## src/rtl/alu_seq_pkg.sv

```systemverilog
// Shared opcode constants and FSM state encoding for the sequential
// two-requester ALU controller.
package alu_seq_pkg;

  localparam logic [2:0] OP_AND = 3'b000;
  localparam logic [2:0] OP_OR  = 3'b001;
  localparam logic [2:0] OP_ADD = 3'b010;
  localparam logic [2:0] OP_SUB = 3'b110;
  localparam logic [2:0] OP_SLT = 3'b111;

  typedef logic [1:0] state_t;

  localparam state_t S_IDLE = 2'd0;
  localparam state_t S_LO   = 2'd1;
  localparam state_t S_HI   = 2'd2;
  localparam state_t S_RSP  = 2'd3;

  function automatic logic op_legal(input logic [2:0] op);
    return (op == OP_AND) || (op == OP_OR) || (op == OP_ADD) ||
           (op == OP_SUB) || (op == OP_SLT);
  endfunction

endpackage

```

## src/rtl/alu_slice16.sv

```systemverilog
// One ALU slice (AND/OR/add with b-invert); op[2] selects b-invert,
// carry-in comes from the caller so slices can be chained in time.
module alu_slice16
  import alu_seq_pkg::*;
#(
  parameter int W = 16
) (
  input  logic [W-1:0] a,
  input  logic [W-1:0] b,
  input  logic         cin,
  input  logic [2:0]   op,
  output logic [W-1:0] result,
  output logic         cout,
  output logic         msb,
  output logic         overflow
);

  logic [W-1:0] bx;
  logic [W:0]   sum;

  always_comb begin
    bx  = op[2] ? ~b : b;
    sum = {1'b0, a} + {1'b0, bx} + {{W{1'b0}}, cin};
  end

  always_comb begin
    result = '0;
    unique case (1'b1)
      op[1]:            result = sum[W-1:0];
      !op[1] && op[0]:  result = a | b;
      !op[1] && !op[0]: result = a & b;
      default:          result = '0;
    endcase
  end

  assign cout     = sum[W];
  assign msb      = sum[W-1];
  assign overflow = (a[W-1] == bx[W-1]) && (sum[W-1] != a[W-1]);

endmodule

```

## src/rtl/alu_seq_ctrl.sv

```systemverilog
// Two-requester ALU sequencer: one 16-bit slice computes low then high half.
// Define ALU_SEQ_RR_EN for round-robin arbitration (default: requester 0 wins).
module alu_seq_ctrl
  import alu_seq_pkg::*;
#(
  parameter int WIDTH   = 32,
  parameter int SLICE_W = 16
) (
  input  logic             clk,
  input  logic             rst_n,
  input  logic [1:0]       req_valid,
  output logic [1:0]       req_ready,
  input  logic [WIDTH-1:0] req0_a,
  input  logic [WIDTH-1:0] req0_b,
  input  logic [2:0]       req0_op,
  input  logic [WIDTH-1:0] req1_a,
  input  logic [WIDTH-1:0] req1_b,
  input  logic [2:0]       req1_op,
  output logic             rsp_valid,
  input  logic             rsp_ready,
  output logic             rsp_id,
  output logic [WIDTH-1:0] rsp_result,
  output logic             rsp_set,
  output logic             rsp_zero,
  output logic             rsp_overflow,
  output logic             busy
);

  state_t               state;
  logic [WIDTH-1:0]     a_q;
  logic [WIDTH-1:0]     b_q;
  logic [2:0]           op_q;
  logic [SLICE_W-1:0]   lo_r;
  logic                 lo_c;
  logic                 lo_z;

  logic                 gnt;
  logic                 gid;
  logic                 s_hi;
  logic [SLICE_W-1:0]   s_a;
  logic [SLICE_W-1:0]   s_b;
  logic                 s_cin;
  logic [SLICE_W-1:0]   s_res;
  logic                 s_cout;
  logic                 s_msb;
  logic                 s_ovf;

  logic                 slt;
  logic                 arith;
  logic                 legal;
  logic                 set_d;
  logic [WIDTH-1:0]     fin;
  logic                 zero_d;

  assign gnt = rst_n && (state == S_IDLE) && (|req_valid);

`ifdef ALU_SEQ_RR_EN
  // prio names the requester favoured on a tie
  logic prio;

  assign gid = req_valid[0] ? (req_valid[1] & prio) : 1'b1;

  always_ff @(posedge clk or negedge rst_n) begin
    if (!rst_n) begin
      prio <= 1'b0;
    end else if (gnt) begin
      prio <= ~gid;
    end
  end
`else
  assign gid = ~req_valid[0];
`endif

  assign req_ready = gnt ? (gid ? 2'b10 : 2'b01) : 2'b00;
  assign rsp_valid = (state == S_RSP);
  assign busy      = (state != S_IDLE);

  assign s_hi  = (state == S_HI);
  assign s_a   = s_hi ? a_q[WIDTH-1:SLICE_W] : a_q[SLICE_W-1:0];
  assign s_b   = s_hi ? b_q[WIDTH-1:SLICE_W] : b_q[SLICE_W-1:0];
  assign s_cin = s_hi ? lo_c : op_q[2];

  alu_slice16 #(
    .W (SLICE_W)
  ) u_slice (
    .a        (s_a),
    .b        (s_b),
    .cin      (s_cin),
    .op       (op_q),
    .result   (s_res),
    .cout     (s_cout),
    .msb      (s_msb),
    .overflow (s_ovf)
  );

  // Final result is assembled while the slice works on the high half
  always_comb begin
    slt    = (op_q == OP_SLT);
    arith  = (op_q == OP_ADD) || (op_q == OP_SUB);
    legal  = op_legal(op_q);
    set_d  = slt & (s_msb ^ s_ovf);
    fin    = '0;
    zero_d = 1'b1;
    if (slt) begin
      fin    = {{(WIDTH-1){1'b0}}, set_d};
      zero_d = ~set_d;
    end else if (legal) begin
      fin    = {s_res, lo_r};
      zero_d = lo_z & (s_res == '0);
    end
  end

  always_ff @(posedge clk or negedge rst_n) begin
    if (!rst_n) begin
      state        <= S_IDLE;
      a_q          <= '0;
      b_q          <= '0;
      op_q         <= '0;
      lo_r         <= '0;
      lo_c         <= 1'b0;
      lo_z         <= 1'b0;
      rsp_id       <= 1'b0;
      rsp_result   <= '0;
      rsp_set      <= 1'b0;
      rsp_zero     <= 1'b0;
      rsp_overflow <= 1'b0;
    end else begin
      case (state)
        S_IDLE: begin
          if (gnt) begin
            a_q    <= gid ? req1_a : req0_a;
            b_q    <= gid ? req1_b : req0_b;
            op_q   <= gid ? req1_op : req0_op;
            rsp_id <= gid;
            state  <= S_LO;
          end
        end
        S_LO: begin
          lo_r  <= s_res;
          lo_c  <= s_cout;
          lo_z  <= (s_res == '0);
          state <= S_HI;
        end
        S_HI: begin
          rsp_result   <= fin;
          rsp_set      <= set_d;
          rsp_zero     <= zero_d;
          rsp_overflow <= arith & s_ovf;
          state        <= S_RSP;
        end
        default: begin
          if (rsp_ready) begin
            state <= S_IDLE;
          end
        end
      endcase
    end
  end

endmodule

```

## config.mk

```make
export PLATFORM = sky130hd
export DESIGN_NAME = alu_seq_ctrl
export DESIGN_NICKNAME = d
export VERILOG_FILES = /design/src/rtl/alu_seq_pkg.sv /design/src/rtl/alu_slice16.sv /design/src/rtl/alu_seq_ctrl.sv
export SDC_FILE = /design/constraint.sdc
export NUM_CORES = 1
export LEC_CHECK = 0
export ABC_AREA = 1
export BUFFER_PORTS_ARGS = -buffer_cell sky130_fd_sc_hd__buf_2
export CAP_MARGIN = 40
export CORE_UTILIZATION = 24
export DETAILED_ROUTE_END_ITERATION = 8
export PLACE_DENSITY = 0.44
export SETUP_SLACK_MARGIN = 0.02
export SLEW_MARGIN = 20
export SYNTH_ARGS = -nofsm -noshare
export SYNTH_HDL_FRONTEND = slang
export SYNTH_SLANG_ARGS = --single-unit
```

## constraint.sdc

```tcl
create_clock -name clk -period 8.6 [get_ports clk]
set_clock_uncertainty 0.2 [all_clocks]
set_input_delay 1.72 -clock clk [delete_from_list [all_inputs] [get_ports clk]]
set_output_delay 1.72 -clock clk [all_outputs]
set_load 0.02 [all_outputs]
```

==> impl_metrics.toml, run 1 <==
[placed_design]
gp_routability_congestion = 0.926
numPortBuffers = 178
place_area_um2 = 8380
place_hpwl_mm = 18.7

[detailed_routing]
routed-via-count = 6832
ant_nets = 0
drt-total-wl_mm = 25.1
viasPerCell = 4.52
firstDrtPassIters = 5
drc = 0
detail_route.wl_per_cell_um = 16.6
drtIter0Drc = 492

[die]
die_y_um = 174
std_cell_rows = 62
initial_core_util = 0.245
die_area_um2 = 30300
die_w_um = 174
io_pins = 179
coreArea_um2 = 28900

[synthesis]
synth_seq_cells = 123
synth_top_area_cell = "dfrtp_1"
yosysWarningCount = 0
ys.flop_type = "dfrtp_1"
ys_async_sr_fraction = 1.00
syn_nets = 1113
synth_edf_count = 0
synth_cell_type_count = 33
syn_inst = 952
ys_seq_area_frac = 0.433
synthTopCellsByArea = "dfrtp_1 43%, nand2_1 19%, a22oi_1 7.1%, inv_1 5.3%, ha_1 3.3%"
yosysTopAreaCellShare = 0.433
syn_avg_cell_area_um2 = 7.46
synth_area_um2 = 7100

[global_routing]
grt_use_met3 = 0.0335
antenna_found_initial = 0
track_usage = 0.169
grt_pass1_vias = 6541
grt_pass1_wl_mm = 38.9
use_met1 = 0.256
grt-ovfl-total = 0
gr-usage-met2 = 0.239
grt_max_degree = 69
grt_busiest_layer = "met1"

[timing]
period_needed_ns = 5.37
tightest_slew_ns = 0.787
hold_violations = 0
setup_viol = 0
relSlewSlack = 0.475
timing.setup.tns_ns = 0
grt_setup_unrepaired = "no"
report.final.slew_viol_count = 0
finalCritPeriodShare = 0.624
timing.fmax_mhz = 186

[pwr]
p_leak_nw = 4.91
power_mw = 4.48
ir_worst_vdd_mv = 0.206
p_per_area_nw_per_um2 = 495

[worst_setup_path]
crit_path_top_delay_cell = "fa_1"
startpoint_type = "register"
endpoint_kind = "register"
worstReg2RegEnd = "rsp_zero"
worstSetupStartpoint = "state[0]"
r2r_setup_slack_ns = 3.23
criticalPathCategory = "reg2reg"
critPathMaxFanout = 59
slowest_delay_ns = 0.49
critPathBufInv = 5
critical-path-top-delay-family = "simple AND/OR/NAND/NOR gates"
r2r-start = "state[0]"
required_ns = 8.75
path_depth = 29
arrival_ns = 5.52
ff2ff_path_depth = 29

[clocking]
numCtsBuffers = 17
clock_sinks = 123
h-tree-depth = 4
cts_hold_buf = 0
cts_setup_buffers = 0
clk_path_buf_depth = 2
ctsResizeCount = 0
clk_pin_slew_ns = 0.06
clk_latency_ns = 0.42
clockRootBuffer = "clkbuf_16"
cts_tree = "built"

[hold_path]
hp-start = "rsp_result[9]"
hold_end = "rsp_result[9]"
min_path_type = "reg2reg"
hold_depth = 2

[finish]
area_growth_pct = 27.4
nets = 1276
final_common_cell = "nand2_1"
n_antenna_cell = 0
drive_above_1_share = 0.202
fin_area_um2 = 9050
final_cell_mix = "368 x nand2_1, 177 x buf_2, 123 x dfrtp_1"

[run_status]
status = "finished, final reports clean"

[run]
maxCapViolCount = 0
## worst max-delay path by stage
stage | to | slack [ns]
after global placement | rsp_zero | 3.33
after global routing | rsp_zero | 2.65
after CTS | rsp_zero | 3.19
final | rsp_zero | 3.23
after floorplan | req_ready[1] | 4.07
after detailed placement | rsp_zero | 3.22
## kinds of logic after synthesis
| logic type | Yosys count | synth area share |
|---|---|---|
| and+or+nand+nor | 471 | 0.260 |
| AOI/OAI and AO/OA | 171 | 0.160 |
| buffers and inverters | 147 | 0.0816 |
| DFF | 123 | 0.433 |
| adders and majority gates | 22 | 0.0419 |
| xor gates and xnor gates | 16 | 0.0197 |
| muxes | 2 | 0.00282 |
## layout make-up
type                    instances  area [µm²]
clock buffers                  21         460
well taps                     384         480
fillers                      3195       19900
multi-input cells             682        3460
repair buffers                189         992
flip-flops and latches        123        3080
clock inverters                11         191
inverters                     102         383
## Yosys cell counts (2+ instances only)
master      n
and2_1      2
buf_1       4
a21oi_1    15
o21ai_2     2
a22o_1     15
o21ai_0    47
xor2_1     16
dfrtp_1   123
ha_1       19
o21ai_1     5
fa_1        3
inv_2       2
o211ai_1    8
mux2i_1     2
nor2_1     51
buf_2      10
inv_1     100
nand2_1   368
buf_4       2
a22oi_1    67
clkbuf_1   28
nand3_1    40
o21a_1      8
nand4_1     6
## metrics by stage
stage / util / setup WS, ns / hold slack, ns / std cells
4_1_cts: 0.312 / 3.19 / 0.285 / 1511
3_3_place_gp: 0.289 / 3.33 / 0.274 / 1479
3_5_place_dp: 0.289 / 3.22 / 0.272 / 1479
2_1_floorplan: - / 4.07 / 0.250 / 952
5_1_grt: 0.313 / 2.65 / 0.293 / 1512
6_report: 0.313 / 3.23 / 0.278 / 1512
## routing by layer
layer	vias to the layer above	routed length, µm
li1	3419	-
met1	3154	12800
met2	242	10500
met3	17	1400
met4	0	375
met5	-	0
## state kept, by name, summed over array words and instances, names as in the netlist
name          count
a_q              32
b_q              32
rsp_result       32
lo_r             16
op_q              3
state             2
lo_c              1
lo_z              1
rsp_id            1
rsp_overflow      1
rsp_set           1
rsp_zero          1
## power by group
group | leakage, nW | switching [mW] | internal, mW
logic | 3.04 | 1.77 | 0.880
clock network | 0.309 | 0.274 | 0.529
registers | 1.57 | 0.197 | 0.830
total | 4.91 | 2.24 | 2.24
## tightest hold or removal path, delay by kind of cell (launching register included)
kind | cells | cell delay [ns]
flip-flops | 1 | 0.34
AND/OR/NAND/NOR | 1 | 0.05
AO/OA/AOI/OAI | 1 | 0.05
Note: power is estimated with default switching activity, not from simulation.
==> run 2, diff against run 1 <==
clock period = 5.5 ns   (was 8.6 ns; I/O delays follow)
==> run 2 against run 1 <==
  * Largest cell class unchanged
  * First-iteration DRC count is 3.7% higher
  * Die area did not move
  * Cell count grew 0.20%
  * Power grew 58%
  * Combinational power rose by 57%
  * Critical path depth decreased by 1
  * Design area grew 0.61%
  * Largest power group unchanged
==> impl_metrics.toml, run 2 (same netlist as run 1, synthesis figures left out) <==
[run_status]
status = "finished, final reports clean"

[global_routing]
antenna_found_initial = 0
grt_pass1_vias = 6703
grt_pass1_wl_mm = 39.8
grt_max_degree = 69
track_usage = 0.173
grt-ovfl-total = 0

[finish]
reg.largest.list = "a_q: 32 flops, b_q: 32 flops, rsp_result: 32 flops"
nFillCells = 3173
n_antenna_cell = 0
area_growth_pct = 28.2
final_common_cell = "nand2_1"
nets = 1280
layout.cells.non_filler = 1515
seqCellArea_um2 = 3080
multiInputGateArea_um2 = 3460
drive_above_1_share = 0.205
final_cell_mix = "368 x nand2_1, 177 x buf_2, 123 x dfrtp_1"

[detailed_routing]
drc = 0
drtIter0Drc = 510
met3WireLength_mm = 1.38
routed-via-count = 6854
ant_nets = 0
detail_route.wl_per_cell_um = 17.0
top_layer = "met4"
firstDrtPassIters = 6
dr_wl_met2_mm = 10.9
drt-total-wl_mm = 25.8
viasPerCell = 4.52
drt-met1-wl_mm = 13.2

[clocking]
clk_latency_ns = 0.42
clockRootBuffer = "clkbuf_16"
cts_setup_buffers = 0
ctsResizeCount = 0
numCtsBuffers = 17
h-tree-depth = 4
clk_pin_slew_ns = 0.06
cts_hold_buf = 0
clk_path_buf_depth = 2
cts_tree = "built"
clock_sinks = 123

[timing]
hold_violations = 0
timing.setup.tns_ns = 0
report.final.slew_viol_count = 0
period_needed_ns = 4.67
setup_viol = 0
grt_setup_unrepaired = "no"
tightest_slew_ns = 0.844
timing.fmax_mhz = 214
relSlewSlack = 0.432
finalCritPeriodShare = 0.850

[die]
initial_core_util = 0.245
coreArea_um2 = 28900
io_pins = 179
die_w_um = 174
die_y_um = 174
std_cell_rows = 62
die_area_um2 = 30300

[worst_setup_path]
r2r_setup_slack_ns = 0.83
critPathMaxFanout = 58
worstReg2RegEnd = "rsp_zero"
ff2ff_path_depth = 28
criticalPathCategory = "reg2reg"
arrival_ns = 4.82
r2r-start = "state[0]"
crit_path_top_delay_cell = "buf_4"
cp_common_cell = "nand2_1"
startpoint_type = "register"
slowest_delay_ns = 0.49
required_ns = 5.65
endpoint_kind = "register"

[placed_design]
place_hpwl_mm = 19.7
numPortBuffers = 178
gp_routability_congestion = 0.927
place_inst = 1483

[pwr]
power_mw = 7.05
p_per_area_nw_per_um2 = 775
ir_worst_vdd_mv = 0.288
p_leak_nw = 4.94

[hold_path]
min_path_type = "in2async"

[run]
maxCapViolCount = 0
[run 2: worst max-delay path by stage]
stage,startpoint,endpoint,depth (start not counted)
after CTS,state[0],rsp_zero,28
after global routing,state[0],rsp_zero,28
after floorplan,state[0],rsp_zero,28
after detailed placement,state[0],rsp_zero,28
final,state[0],rsp_zero,28
after global placement,state[0],rsp_zero,28
[run 2: routing by layer]
metal,global-route usage,vias to the layer above
li1,-,3430
met1,0.260,3158
met2,0.250,252
met3,0.0300,14
met4,0.0486,0
met5,0,-
[run 2: worst max-delay path: cells and delay by family, from the launching register on]
family | cells | cell delay, ns
adders and majority gates | 3 | 1.06
and+or+nand+nor | 19 | 1.72
buffers and inverters | 3 | 0.64
DFF | 1 | 0.41
AOI/OAI and AO/OA | 2 | 0.37
xor gates and xnor gates | 1 | 0.18
[run 2: per-stage QoR]
step | setup slack (ns) | hold WS, ns | area (µm²) | utilization
final | 0.826 | 0.255 | 9100 | 0.315
after global routing | 0.312 | 0.237 | 9100 | 0.315
after CTS | 0.844 | 0.240 | 9070 | 0.314
after detailed placement | 0.894 | 0.271 | 8430 | 0.291
after global placement | 0.960 | 0.260 | 8400 | 0.290
after floorplan | 1.47 | 0.250 | 7100 | -
[run 2: power by group]
part	switching (mW)	internal [mW]	total, mW
logic	2.78	1.39	4.17
registers	0.339	1.30	1.64
clock network	0.421	0.826	1.25
total	3.54	3.52	7.05
[run 2: layout make-up]
cell class / instances / area share
Inverter: 102 / 0.0421
Sequential cell: 123 / 0.338
Timing Repair Buffer: 193 / 0.115
Multi-Input combinational cell: 682 / 0.380
Tap cell: 384 / 0.0528
Clock inverter: 11 / 0.0212
Clock buffer: 20 / 0.0502
